--- config.mk ---
export PLATFORM = sky130hd
export DESIGN_NAME = imm_extend_unit
export DESIGN_NICKNAME = d
export VERILOG_FILES = /design/src/rtl/imm_ext_pkg.sv /design/src/rtl/imm_ext_core.sv /design/src/rtl/imm_extend_unit.sv
export SDC_FILE = /design/constraint.sdc
export NUM_CORES = 1
export LEC_CHECK = 0
export ABC_AREA = 1
export CORE_MARGIN = 2
export CORE_UTILIZATION = 59
export DETAILED_ROUTE_END_ITERATION = 10
export PLACE_DENSITY = 0.89
export SYNTH_ARGS = -nofsm -noshare
export SYNTH_HDL_FRONTEND = slang
export SYNTH_HIERARCHICAL = 1
export SYNTH_SLANG_ARGS = --single-unit
--- constraint.sdc ---
create_clock -name clk -period 8.5 [get_ports clk]
set_clock_uncertainty 0.1 [all_clocks]
set_input_delay 1.7 -clock clk [delete_from_list [all_inputs] [get_ports clk]]
set_output_delay 1.7 -clock clk [all_outputs]
set_load 0.1 [all_outputs]
--- src/rtl/imm_ext_pkg.sv ---
// Shared types for the immediate-extension unit: extension modes, skid FSM
// states and the {extended, tag, err} payload carried through the pipeline.
package imm_ext_pkg;

  // Payload field widths; the top-level OUT_WIDTH/TAG_WIDTH default to these.
  localparam int IMM_OUT_W = 32;
  localparam int IMM_TAG_W = 5;

  typedef enum logic [1:0] {
    IMM_SIGN     = 2'b00,
    IMM_ZERO     = 2'b01,
    IMM_SIGN_SHL = 2'b10,
    IMM_UPPER    = 2'b11
  } imm_mode_e;

  typedef enum logic [1:0] {
    ST_EMPTY = 2'b00,
    ST_ONE   = 2'b01,
    ST_TWO   = 2'b10
  } imm_state_e;

  typedef struct packed {
    logic [IMM_OUT_W-1:0] extended;
    logic [IMM_TAG_W-1:0] tag;
    logic                 err;
  } imm_payload_t;

endpackage

--- src/rtl/imm_ext_core.sv ---
// Combinational immediate extension: takes the low `width` bits of valin and
// produces the sign/zero/shifted/upper-placed result plus an illegal-width flag.
module imm_ext_core
  import imm_ext_pkg::*;
#(
  parameter int IN_WIDTH  = 16,
  parameter int OUT_WIDTH = 32,
  parameter int SHIFT_AMT = 2,
  parameter int WW        = $clog2(IN_WIDTH + 1)
) (
  input  logic [IN_WIDTH-1:0]  valin,
  input  logic [WW-1:0]        width,
  input  logic [1:0]           mode,
  output logic [OUT_WIDTH-1:0] extended,
  output logic                 err
);

  int                   w;
  logic                 legal;
  logic                 sign;
  logic [WW-1:0]        sign_idx;
  logic [OUT_WIDTH-1:0] val_wide;
  logic [OUT_WIDTH-1:0] zext;
  logic [OUT_WIDTH-1:0] sext;

  // NOTE: every signal written here is given a value on every path, so no
  // latch can be inferred; blocking assignments are correct in always_comb.
  always_comb begin
    w        = int'(width);
    legal    = (w >= 1) && (w <= IN_WIDTH);
    val_wide = OUT_WIDTH'(valin);
    sign_idx = width - WW'(1);
    sign     = legal ? val_wide[sign_idx] : 1'b0;
    zext     = '0;
    sext     = '0;
    for (int i = 0; i < OUT_WIDTH; i++) begin
      zext[i] = (i < w) ? val_wide[i] : 1'b0;
      sext[i] = (i < w) ? val_wide[i] : sign;
    end

    extended = '0;
    case (imm_mode_e'(mode))
      IMM_SIGN:     extended = sext;
      IMM_ZERO:     extended = zext;
      IMM_SIGN_SHL: extended = sext << SHIFT_AMT;
      IMM_UPPER:    extended = zext << (OUT_WIDTH - w);
      default:      extended = '0;
    endcase

    // An illegal width zeroes the result and flags this beat only.
    if (!legal) extended = '0;
    err = !legal;
  end

endmodule

--- src/rtl/imm_extend_unit.sv ---
// Pipelined immediate-extension unit: combinational extension on the input
// side feeding an output register plus one skid register under valid/ready.
module imm_extend_unit
  import imm_ext_pkg::*;
#(
  parameter int IN_WIDTH  = 16,
  parameter int OUT_WIDTH = IMM_OUT_W,
  parameter int SHIFT_AMT = 2,
  parameter int TAG_WIDTH = IMM_TAG_W
) (
  input  logic                         clk,
  input  logic                         reset,
  input  logic                         in_valid,
  output logic                         in_ready,
  input  logic [IN_WIDTH-1:0]          valin,
  input  logic [$clog2(IN_WIDTH+1)-1:0] width,
  input  logic [1:0]                   mode,
  input  logic [TAG_WIDTH-1:0]         in_tag,
  output logic                         out_valid,
  input  logic                         out_ready,
  output logic [OUT_WIDTH-1:0]         extended,
  output logic [TAG_WIDTH-1:0]         out_tag,
  output logic                         err
);

  imm_state_e   state_q, state_d;
  imm_payload_t or_q, or_d;
  imm_payload_t sk_q, sk_d;
  logic         in_ready_q, in_ready_d;
  logic         out_valid_q, out_valid_d;

  imm_payload_t in_payload;
  logic [OUT_WIDTH-1:0] core_ext;
  logic                 core_err;
  logic                 in_xfer;
  logic                 out_xfer;

  imm_ext_core #(
    .IN_WIDTH  (IN_WIDTH),
    .OUT_WIDTH (OUT_WIDTH),
    .SHIFT_AMT (SHIFT_AMT)
  ) u_core (
    .valin    (valin),
    .width    (width),
    .mode     (mode),
    .extended (core_ext),
    .err      (core_err)
  );

  always_comb begin
    in_payload          = '0;
    in_payload.extended = core_ext;
    in_payload.tag      = in_tag;
    in_payload.err      = core_err;
  end

  // Handshakes use only registered ready/valid, so out_ready never reaches in_ready.
  assign in_xfer  = in_valid && in_ready_q;
  assign out_xfer = out_valid_q && out_ready;

  always_comb begin
    state_d = state_q;
    or_d    = or_q;
    sk_d    = sk_q;
    case (state_q)
      ST_EMPTY: begin
        if (in_xfer) begin
          or_d    = in_payload;
          state_d = ST_ONE;
        end
      end
      ST_ONE: begin
        if (in_xfer && !out_xfer) begin
          sk_d    = in_payload;
          state_d = ST_TWO;
        end else if (in_xfer && out_xfer) begin
          or_d    = in_payload;
        end else if (out_xfer) begin
          state_d = ST_EMPTY;
        end
      end
      ST_TWO: begin
        if (out_xfer) begin
          or_d    = sk_q;
          state_d = ST_ONE;
        end
      end
      default: state_d = ST_EMPTY;
    endcase
    in_ready_d  = (state_d != ST_TWO);
    out_valid_d = (state_d != ST_EMPTY);
  end

  // NOTE: the payload registers are reset along with the control state
  // because extended/out_tag/err must read zero during reset.
  always_ff @(posedge clk or posedge reset) begin
    if (reset) begin
      state_q     <= ST_EMPTY;
      or_q        <= '0;
      sk_q        <= '0;
      in_ready_q  <= 1'b1;
      out_valid_q <= 1'b0;
    end else begin
      state_q     <= state_d;
      or_q        <= or_d;
      sk_q        <= sk_d;
      in_ready_q  <= in_ready_d;
      out_valid_q <= out_valid_d;
    end
  end

  assign in_ready  = in_ready_q;
  assign out_valid = out_valid_q;
  assign extended  = or_q.extended;
  assign out_tag   = or_q.tag;
  assign err       = or_q.err;

endmodule

# Word level (Yosys, flattened, before mapping)
# Index checks and enable logic that the tools add are counted.
# totals
regBits	80
inputBits	32
output_inout_bits	40
elab_cells	131
# classes
add_sub_neg	2
magnitude_cmp	34
n_eq_ne	10
shifts	1
mux	62
n_reduce_logical	13
# op_table
op	n
two-way mux 38 bit	4
case mux 32 bit (4 select lines)	1
case mux 38 bit (3 select lines)	1
< comparator 5 bit (first input constant)	15
two-way mux 1 bit	48
< comparator 4 x 5 -> 1 bit (first input constant)	8
two-way mux 32 bit	1
<< shifter 16 x 32 -> 32 bit	1
< comparator 3 x 5 -> 1 bit (first input constant)	4
< comparator 1 x 5 -> 1 bit (first input constant)	2
< comparator 2 x 5 -> 1 bit (first input constant)	2
two-way mux 2 bit	5
!= test 2 bit (second input constant)	5
subtractor 6 x 5 -> 7 bit (first input constant)	1
== test 2 bit (second input constant)	3
< comparator 5 x 6 -> 1 bit (second input constant)	1
case mux 2 bit (3 select lines)	1
binary-select mux 1 bit (select 5 bit)	1
>= comparator 5 x 1 -> 1 bit (second input constant)	1
less-or-equal comparator 5 bit (second input constant)	1
logical AND 1 bit	5
AND reduction 5 bit	1
subtractor 5 x 1 -> 5 bit (second input constant)	1
== test 2 x 1 -> 1 bit (second input constant)	2
5 further kinds	7

# Depth between registers and ports, before layout
# logic_depth
depth_word	9
ltp_mapped	21
ltp_nobuf	19

# By module
# Netlist, hierarchy kept.
# by_module_without_submodules
module	n_inst	cells_each	area_per_inst_um2	seq_area_each_um2
imm_extend_unit	1	473	3651.0	2003.2
imm_ext_core	1	555	2557.5	0.0

# Worst setup path after synthesis
# No wires, ideal clock.
# synth_path
path_kind	input to register
start	input width[0]
end	register or_q (netlist bit extended[29])
setup_ns	0.068
arrival_time_ns	4.011
t_required_ns	8.332
setup_slack_ns	4.321
path_stages	20
n_path_buf	6
cell_sequence	buf_4 -> inv_2 -> buf_4 -> buf_2 -> ha_1 -> inv_1 -> buf_2 -> nand3_1 -> nand3_1 -> nand3_2 -> nand3_2 -> buf_6 -> a21oi_4 -> inv_2 -> buf_4 -> a21oi_1 -> nand2_1 -> nand2_1 -> nand3_1 -> nand2_1
# synth_via
elab_chain_cells	9
word_cells_on_any_way	50
classes_between	add/sub (2); order compare (20); shift (1); mux (26); reduce/logical (1)
# synth_lines
item	line_no	rtl
start: declaration	imm_extend_unit.sv:16	input logic [$clog2(IN_WIDTH+1)-1:0] width,
subtractor 5 x 1 -> 5 bit	imm_ext_core.sv:32	sign_idx = width - WW'(1);
binary-select mux 1 bit (select 5 bit)	imm_ext_core.sv:33	sign = legal ? val_wide[sign_idx] : 1'b0;
two-way mux 1 bit (implied by the code)	imm_ext_core.sv:33	
two-way mux 1 bit	imm_ext_core.sv:38	sext[i] = (i < w) ? val_wide[i] : sign;
case mux 32 bit (4 select lines)	imm_ext_core.sv:42	case (imm_mode_e'(mode))
two-way mux 32 bit (*)	imm_ext_core.sv:51	if (!legal) extended = '0;
net core_ext[29]	imm_extend_unit.sv:33	logic [OUT_WIDTH-1:0] core_ext;
two-way mux 38 bit	imm_extend_unit.sv:76	end else if (in_xfer && out_xfer) begin
two-way mux 38 bit	imm_extend_unit.sv:73	if (in_xfer && !out_xfer) begin
case mux 38 bit (3 select lines) (*)	imm_extend_unit.sv:65	case (state_q)
end signal: assignment	imm_extend_unit.sv:105	or_q <= or_d;
end: declaration	imm_extend_unit.sv:27	imm_payload_t or_q, or_d;
# Mark *: on every way through the listed nets, which the timed path passes. The rest lies on a longest branch. The select of a mux whose other input is x is not followed.
# A chain may end at the register's enable or synchronous reset.

# Worst setup path after layout
# layout_path
start	input width[0]
end	register or_q (netlist bit extended[24])
# Same word-level chain as after synthesis.

==> metrics.md <==
| Metric | Value |
|---|---|
| Setup Crit Path Kind | `in -> reg` |
| Post-Place Cell Area | `0.006834 mm²` |
| Post-detailed-route via-to-cell ratio | `5.995` |
| Worst Hold Depth | `2` |
| Largest net degree at the start of global routing | `81` |
| Post-CTS Resized | `0` |
| Vias in the first global route | `6469` |
| Post-synth top flop | `dfrtp_1` |
| Final #Nets | `1092` |
| Worst-Margin Slew | `1.015 ns` |
| Status | `complete, no violations` |
| Placer Congestion | `1.050` |
| Required @ worst endpoint | `8.72 ns` |
| Initial DRC count | `861` |
| PwrDens | `318.5 mW/mm²` |
| Crit-path max cell delay | `1.10 ns` |
| Logic pwr share | `59.5%` |
| Async set or reset register ratio after synthesis | `100.0%` |
| Synth Cell Area | `0.006208 mm²` |
| WHS Endpoint | `sk_q[6]` |
| Top-area cell type share of the netlist area | `31.84%` |
| GR met2 Demand/Resource | `56.96%` |
| Busiest layer in global routing | `met2` |
| Mapped Nets | `1063` |
| Area occupied by multi-input gates | `0.003665 mm²` |
| MaxCap Viol Count | `0` |
| Ratio of cells with drive above 1 in the final layout | `5.179%` |
| RSZ-0062 raised after global routing | `false` |
| Root buffer cell | `clkbuf_8` |
| Final period util | `77.29%` |
| Setup bufs post-CTS | `0` |
| Worst-path maximum fanout | `29` |
| Syn Area/Cell | `6.039 µm²` |
| Finished Cell Area | `0.007036 mm²` |
| Clock Path Buffers | `2` |
| TNS Setup | `0 ns` |
| Total grt overflow | `0` |
| Detail Route Antenna Nets | `0` |
| Top-count cell post-synth | `nand2_1` |
| Fmax | `152.2 MHz` |
| Cts bufs inserted | `9` |
| Critical-path cell list | `clkdlybuf4s50_1, inv_2, ha_1, inv_1, nand3_1, nand3_1, nand3_2, nand3_2, nor2_1, nor2_2, a21oi_1, nand2_1, nand2_1, nand3_1, nand2_1` |
| Skew-Pair Late Insertion Delay | `0.36 ns` |
| Max-slew violations | `0` |
| Dpl hpwl | `14.42 mm` |
| CP startpoint kind | `input pin` |
| DR DRC count | `0` |
| Switching share of power | `56.55%` |
| FF-to-FF path depth | `8` |
| Yosys cell types | `36` |
| Internal power | `0.0009736 W` |
| HP Class | `reg -> reg` |
| Core ar. | `0.01028 mm²` |
| Number of synthesized register bits | `80` |
| Register area share after synthesis | `32.27%` |
| CTS tree | `built` |
| Starting Density | `60.41%` |
| GRT met1 Usage | `51.49%` |
| Top cells by area, synth | `dfrtp_1 (32%), nand2_1 (28%), nand3_1 (15%)` |
| Reg-to-Reg Start | `state_q[0]` |
| Slowest CP cell | `clkdlybuf4s50_1` |
| N_diodes | `0` |
| Psw | `0.001267 W` |
| Setup crit end kind | `flop` |
| Met3 Use GR | `5.593%` |
| Maximum VDD drop | `0.0003421 V` |
| WL final | `20.14 mm` |
| Std-Cell Rows | `37` |
| Yosys Warn Count | `6` |
| Slew HR | `32.28%` |
| Initial antenna violation count | `0` |
| Capturing point of the worst reg2reg path | `extended[22]` |
| Mapped Cells | `1028` |
| Fillers | `941` |
| Hold_sp | `sk_q[6]` |
| Full die area | `0.01136 mm²` |
| Synth area leader | `dfrtp_1` |
| Clk sinks | `80` |
| PortBufs | `71` |
| Clock share of power | `13.1%` |
| Final Hold Viols | `0` |
| CTS clk-pin slew, worst paths | `0.10 ns` |
| Synth-to-Final Area Change | `13.32%` |
| Leakage power | `3.762 nW` |
| H-tree depth | `3` |
| Via count | `7182` |
| Vert. Die Dim | `106.6 µm` |
| WL/cell | `16.81 µm` |
| Worst EP arrival | `6.78 ns` |
| Register share of total power | `27.3%` |
| Number of enable flip-flop cells after synthesis | `0` |
| First-pass GRT wire length | `32.84 mm` |
| Global-route usage over all layers | `36.38%` |
| Register area | `0.002003 mm²` |
| Die W | `106.6 µm` |
| Hold_buf cts | `0` |
| Post-route minimum period | `6.570 ns` |
| Flop-to-flop setup slack | `6.25 ns` |
| List of most frequent post-synthesis cells | `nand2_1 (469), nand3_1 (192), dfrtp_1 (79)` |
| Final setup viols | `0` |
| First-pass detailed-route iteration total | `6` |
| I/O pins | `72` |
-- worst max-delay path by stage --
stage,startpoint,to,cells past startpoint
final,width[0],extended[24],15
after global routing,width[0],extended[24],15
after CTS,width[0],extended[24],15
after detailed placement,width[0],extended[24],15
after global placement,width[0],extended[29],15
after floorplan,width[0],extended[29],20
-- metal layers --
metal / share of wire, % / up-vias
li1: - / 3370
met3: 11 / 57
met5: 0 / -
met2: 45 / 486
met1: 41 / 3269
met4: 3.2 / 0
-- power by group through the flow --
stage | clock network [W] | logic (W) | registers [W]
floorplan | 0 | 0.000573 | 0.00107
global placement | 0 | 0.00130 | 0.000610
detailed placement | 0 | 0.00132 | 0.000615
CTS | 0.000297 | 0.00132 | 0.000610
global route | 0.000314 | 0.00143 | 0.000627
finish | 0.000295 | 0.00133 | 0.000612
-- cells by family (layout without fill, tap and decap cells) --
family | Yosys count | in the layout | share of synthesized area [%]
compound gates | 86 | 86 | 7.578
xor+xnor | 3 | 3 | 0.4233
fa+ha+maj | 3 | 3 | 0.6047
buf+inv | 118 | 152 | 8.827
flops | 80 | 80 | 32.27
simple gates | 738 | 738 | 50.30
-- through the flow --
| stage | instances | power [W] | setup WS (ns) | hold slack, ns | utilization [%] |
|---|---|---|---|---|---|
| floorplan | 1028 | 0.001640 | 4.321 | 0.3425 | - |
| global route | 1198 | 0.002367 | 1.472 | 0.4016 | 68.46 |
| detailed placement | 1182 | 0.001931 | 1.718 | 0.3590 | 66.50 |
| CTS | 1198 | 0.002228 | 2.112 | 0.3786 | 68.46 |
| global placement | 1182 | 0.001910 | 1.892 | 0.3539 | 66.50 |
| finish | 1198 | 0.002241 | 1.930 | 0.3743 | 68.46 |
-- placed cells by master (no fill, tap or decap), drive strengths merged --
cell type | Yosys | routed
xor2 | 2 | 2
o21bai | 1 | 1
nand3b | 3 | 3
clkbuf | 23 | 9
clkdlybuf4s50 | 0 | 71
bufinv | 0 | 1
nor2 | 46 | 46
dfstp | 1 | 1
nand4 | 11 | 11
inv | 55 | 58
or2 | 6 | 6
buf | 40 | 10
o211ai | 3 | 3
and2 | 1 | 1
a21boi | 1 | 1
dfrtp | 79 | 79
a21oi | 29 | 29
a31oi | 2 | 2
clkinv | 0 | 3
nand2 | 470 | 470
xnor2 | 1 | 1
ha | 3 | 3
nor3 | 3 | 3
o22ai | 3 | 3
nand3 | 198 | 198
o21ai | 47 | 47
-- area by class of cell --
| class | count | share of cell area, % |
|---|---|---|
| multi-input combinational | 830 | 52.09 |
| sequential | 80 | 28.47 |
| timing repair buffer | 81 | 11.17 |
| inverter | 55 | 2.988 |
| tap | 136 | 2.419 |
| clock buffer | 9 | 1.761 |
| clock inverter | 7 | 1.103 |
-- sequential cells by signal, indices dropped and copies added, names as in the netlist --
name	count
sk_q	38
out_tag	5
in_ready	1
state_q	2
extended	32
err	1
out_valid	1
-- worst max-delay path: cells and delay by family --
family | cells | cell delay [ns]
AO/OA/AOI/OAI | 1 | 0.27
adder cells (fa/ha/maj) | 1 | 0.94
buffers and inverters | 3 | 2.10
AND/OR/NAND/NOR | 10 | 1.75
No activity file was read; power rests on OpenSTA's default activity.
